--- src/rtl/int_ctrl_pkg.sv ---
// Shared definitions for the interrupt controller: FSM states, register map and id width.
package int_ctrl_pkg;

    typedef enum logic [1:0] {
        StIdle,
        StReq,
        StService
    } state_e;

    localparam logic [1:0] RegMask = 2'd0;
    localparam logic [1:0] RegPend = 2'd1;
    localparam logic [1:0] RegMode = 2'd2;
    localparam logic [1:0] RegCur  = 2'd3;

    localparam int unsigned IdW = 3;

endpackage

--- src/rtl/int_ctrl_prio_enc.sv ---
// Lowest-index-first priority encoder: source 0 always wins.
module prio_enc
    import int_ctrl_pkg::*;
#(
    parameter int unsigned NSRC = 6
) (
    input  logic [NSRC-1:0] req_i,
    output logic            valid_o,
    output logic [IdW-1:0]  id_o
);

    always_comb begin
        valid_o = |req_i;
        id_o    = '0;
        // Walk downward so the lowest set index is the last assignment.
        for (int i = int'(NSRC) - 1; i >= 0; i--) begin
            if (req_i[i]) begin
                id_o = IdW'(i);
            end
        end
    end

endmodule

--- src/rtl/int_ctrl.sv ---
// Programmable interrupt controller: per-source level/edge pending, mask, fixed priority,
// and a req/ack/EOI handshake toward the CPU.
module int_ctrl
    import int_ctrl_pkg::*;
#(
    parameter int unsigned NSRC = 6
) (
    input  logic            clk,
    input  logic            reset,
    input  logic [NSRC-1:0] src_irq,
    input  logic [1:0]      Addr,
    input  logic            WE,
    input  logic [31:0]     Din,
    output logic [31:0]     Dout,
    output logic            cpu_irq,
    output logic [IdW-1:0]  cpu_irq_id,
    input  logic            cpu_ack
);

    logic [NSRC-1:0] mask_q, mask_d;
    logic [NSRC-1:0] mode_q, mode_d;
    logic [NSRC-1:0] pend_q, pend_d;
    logic [NSRC-1:0] hist_q;
    state_e          state_q, state_d;
    logic [IdW-1:0]  cur_id_q, cur_id_d;

    logic [NSRC-1:0] eligible, edge_set, w1c, ack_clr;
    logic [7:0]      elig8, cur_oh8;
    logic            win_valid;
    logic [IdW-1:0]  win_id;
    logic            wr_mask, wr_pend, wr_mode, wr_cur;
    logic            unused_din;

    assign unused_din = ^Din;

    assign wr_mask = WE && (Addr == RegMask);
    assign wr_pend = WE && (Addr == RegPend);
    assign wr_mode = WE && (Addr == RegMode);
    assign wr_cur  = WE && (Addr == RegCur);

    assign eligible = pend_q & mask_q;
    assign elig8    = 8'(eligible);
    assign cur_oh8  = 8'b1 << cur_id_q;

    prio_enc #(
        .NSRC (NSRC)
    ) u_prio_enc (
        .req_i   (eligible),
        .valid_o (win_valid),
        .id_o    (win_id)
    );

    always_comb begin
        mask_d   = wr_mask ? Din[NSRC-1:0] : mask_q;
        mode_d   = wr_mode ? Din[NSRC-1:0] : mode_q;
        edge_set = src_irq & ~hist_q;
        w1c      = wr_pend ? Din[NSRC-1:0] : '0;
        ack_clr  = (state_q == StReq && cpu_ack) ? cur_oh8[NSRC-1:0] : '0;
        // Edge bits: set beats clear. Level bits simply track the source.
        pend_d   = (mode_q & (edge_set | (pend_q & ~(w1c | ack_clr)))) | (~mode_q & src_irq);
    end

    always_comb begin
        state_d  = state_q;
        cur_id_d = cur_id_q;
        unique case (state_q)
            StIdle: begin
                if (win_valid) begin
                    cur_id_d = win_id;
                    state_d  = StReq;
                end
            end
            StReq: begin
                if (cpu_ack) begin
                    state_d = StService;
                end else if (!elig8[cur_id_q]) begin
                    state_d = StIdle;
                end
            end
            StService: begin
                if (wr_cur) begin
                    state_d = StIdle;
                end
            end
            default: state_d = StIdle;
        endcase
    end

    always_ff @(posedge clk or negedge reset) begin
        if (!reset) begin
            mask_q   <= '0;
            mode_q   <= '0;
            pend_q   <= '0;
            hist_q   <= '0;
            state_q  <= StIdle;
            cur_id_q <= '0;
        end else begin
            mask_q   <= mask_d;
            mode_q   <= mode_d;
            pend_q   <= pend_d;
            hist_q   <= src_irq;
            state_q  <= state_d;
            cur_id_q <= cur_id_d;
        end
    end

    assign cpu_irq    = (state_q == StReq);
    assign cpu_irq_id = cur_id_q;

    always_comb begin
        Dout = '0;
        unique case (Addr)
            RegMask: Dout = {{(32 - NSRC){1'b0}}, mask_q};
            RegPend: Dout = {{(32 - NSRC){1'b0}}, pend_q};
            RegMode: Dout = {{(32 - NSRC){1'b0}}, mode_q};
            RegCur:  Dout = {(state_q == StService), {(32 - 1 - IdW){1'b0}}, cur_id_q};
            default: Dout = '0;
        endcase
    end

endmodule
--- config.mk ---
export PLATFORM = sky130hd
export DESIGN_NAME = int_ctrl
export DESIGN_NICKNAME = d
export VERILOG_FILES = /design/src/rtl/int_ctrl_pkg.sv /design/src/rtl/int_ctrl_prio_enc.sv /design/src/rtl/int_ctrl.sv
export SDC_FILE = /design/constraint.sdc
export NUM_CORES = 1
export LEC_CHECK = 0
export CAP_MARGIN = 10
export CORE_MARGIN = 1
export CORE_UTILIZATION = 45
export CTS_BUF_LIST = sky130_fd_sc_hd__clkbuf_4
export CTS_CLUSTER_DIAMETER = 40
export DETAILED_ROUTE_END_ITERATION = 8
export GPL_TIMING_DRIVEN = 1
export PLACE_DENSITY = 0.89
export SYNTH_ARGS = -nofsm -noshare
export SYNTH_HDL_FRONTEND = slang
export SYNTH_SLANG_ARGS = --single-unit
--- constraint.sdc ---
create_clock -name clk -period 3.1 [get_ports clk]
set_clock_uncertainty 0.2 [all_clocks]
set_input_delay 0.62 -clock clk [delete_from_list [all_inputs] [get_ports clk]]
set_output_delay 0.62 -clock clk [all_outputs]
set_load 0.02 [all_outputs]
==> flow_summary.ini <==
[clock_tree]
clkSinkCount = 29
clkSlewWorstSetupHoldPaths_ps = 90
cts_root_buf = clkbuf_4
cts_hold_buf = 0
h-tree-depth = 2
cts_tree = yes
clk_latency_ps = 330
clockBufferDepth = 2
cts_buffers = 5

[final_layout]
drive_above_1_share = 0.160
fill_cells = 295
fin_util = 0.571
area.sequential_um2 = 726
nNetsFinal = 232
final_common_cell = dfrtp_1
areaGrowthSynthToFinish_pct = 20.0
multi_input_area_um2 = 758
n_antenna_cell = 0
final_cell_mix = dfrtp_1, nand2_1, conb_1

[floorplanning]
ios = 80
die_h_um = 61.6
die_w_um = 61.6
coreArea_um2 = 3360
start_util = 0.475
row_count = 21
dieArea_um2 = 3800

[placement]
port-buffer-count = 28
gp_congestion = 0.865
dp.final_hpwl_mm = 2.23

[detailed_routing]
first_iter_violations = 46
wirelength_mm = 3.05
vias = 1196
detail-route-antenna-nets = 0
wl_per_cell_um = 13.0
routed_via_density = 5.11
drc_errors = 0
dr.pass1.iters = 4

[synthesis]
synthesis.area_um2 = 1600
synth-xor-area-share = 0
synthCells = 150
synth_top_family_by_area = multiplexers
syn_area_per_cell_um2 = 10.7
synth_simple_gate_area_frac = 0.135
ys_warn_count = 0
synthAdderAreaFrac = 0
synthMuxAreaShare = 0.168
ys_seq_area_frac = 0.454
ys_types = 28
synth-seq-cells = 29
synth_compound_area_frac = 0.112

[power_and_ir_drop]
powerDensity_nw_per_um2 = 648
vdd_ir_drop_max_mv = 0.373
p_total_w = 0.00124
p_leak_nw = 0.892

[worst_setup_path]
path_class = in2out
cp_data_arrival_time_ps = 2160
rr_worst_depth = 4
rr_endpoint = state_q[0]
rr_startpoint = cpu_irq_id[0]
crit_end = Dout[31]
crit_path_end_kind = primary output
rrSetupSlack_ps = 1310
crit_path_start = Addr[1]
cp-start-kind = primary input
cp_data_required_time_ps = 2280
cp_max_fo = 6

[global_routing]
grtUsageTotal = 0.187
grt_pass1_vias = 1066
grt_remaining_overflow = 0
grt_max_degree = 30
grt_pass1_wl_mm = 4.84
antenna_found_initial = 0

[sta]
slew_viol_final = 0
max_freq_mhz = 336
setup_viol = 0
tightest_slew_ps = 530
layout_min_cycle_time_ps = 2980
finalHoldViolations = 0
slew_headroom = 0.645
rsz0062_at_grt = no
final.period_utilization = 0.961

[outcome]
status = finished, final reports clean

[min_path]
worstHoldPathType = reg2reg

[flow_run]
maxCapViolCount = 0
## per-stage QoR
stage	setup TNS, ps	cell area (um2)	hold WS, ps	std cells	worst slack, ps
3_5_place_dp	-171	1870	325	227	-60.9
2_1_floorplan	0	1690	124	174	832
6_report	0	1920	340	234	120
5_1_grt	0	1920	365	234	66.8
3_3_place_gp	-226	1870	317	227	-67.5
4_1_cts	0	1920	346	234	8.41
## power breakdown
part,switching (W),internal (W)
Sequential,0.0000991,0.000457
Clock,0.000123,0.0000908
Combinational,0.000246,0.000228
## timing repair
item	CTS	global route
pin swaps	0	0
cloned	0	0
gates resized for setup	5	1
setup buffers	0	0
endpoints found under the setup margin	5	1
## cell families (layout without fill, tap and decap cells)
family,count (synthesis),count (layout)
flops,29,29
compound gates,25,25
mux,20,20
simple gates,46,46
other cells,1,25
buf+inv,29,43
## routing by layer
metal | vias up | global-route usage | routed length, um
li1 | 567 | - | -
met1 | 570 | 0.228 | 1370
met2 | 54 | 0.293 | 1460
met3 | 5 | 0.0756 | 180
met4 | 0 | 0.0794 | 40
met5 | - | 0 | 0
## registers in the layout, summed over array words and instances, names as in the netlist
name and cells:
hist_q 6, state_q 2, mode_q 6, pend_q 6, mask_q 6, cpu_irq_id 3
## synth_stat cells, drive strengths merged
master   instances  area share
conb             1      0.0023
o41ai            1       0.010
dfrtp           29        0.45
o21ai            6       0.019
nand3b           2      0.0094
nor3             1      0.0031
nor2b            2      0.0078
mux2i            4       0.025
a32o             1      0.0063
nand3            6       0.019
a21oi            6       0.019
a221oi           3       0.016
buf             27        0.12
a21o             3       0.014
a22o             4       0.022
a2bb2oi          1      0.0055
inv              2      0.0047
mux2            12       0.085
nand4            2      0.0078
and4             1      0.0055
nor3b            2       0.013
nand2           26       0.061
mux4             4       0.059
nor2             4      0.0094
## worst max-delay path, cell delays in order
cell and delay (ps):
clkdlybuf4s50_1 570, buf_4 180, and4_1 190, clkdlybuf4s50_1 600
## area by class of cell
type | instances | area share
Multi-Input combinational cell | 116 | 0.395
Clock inverter | 1 | 0.00196
Inverter | 2 | 0.00391
Timing Repair Buffer | 34 | 0.168
Tap cell | 46 | 0.0300
Sequential cell | 29 | 0.378
Clock buffer | 6 | 0.0235
## worst min path at each step
stage,startpoint,endpoint,cells after the start
4_1_cts,mask_q[1],mask_q[1],1
5_1_grt,mask_q[4],mask_q[4],1
3_5_place_dp,mask_q[1],mask_q[1],1
2_1_floorplan,reset,cpu_irq_id[0],0
3_3_place_gp,mask_q[1],mask_q[1],1
6_report,hist_q[0],pend_q[0],2
(Power assumes the default switching activity.)
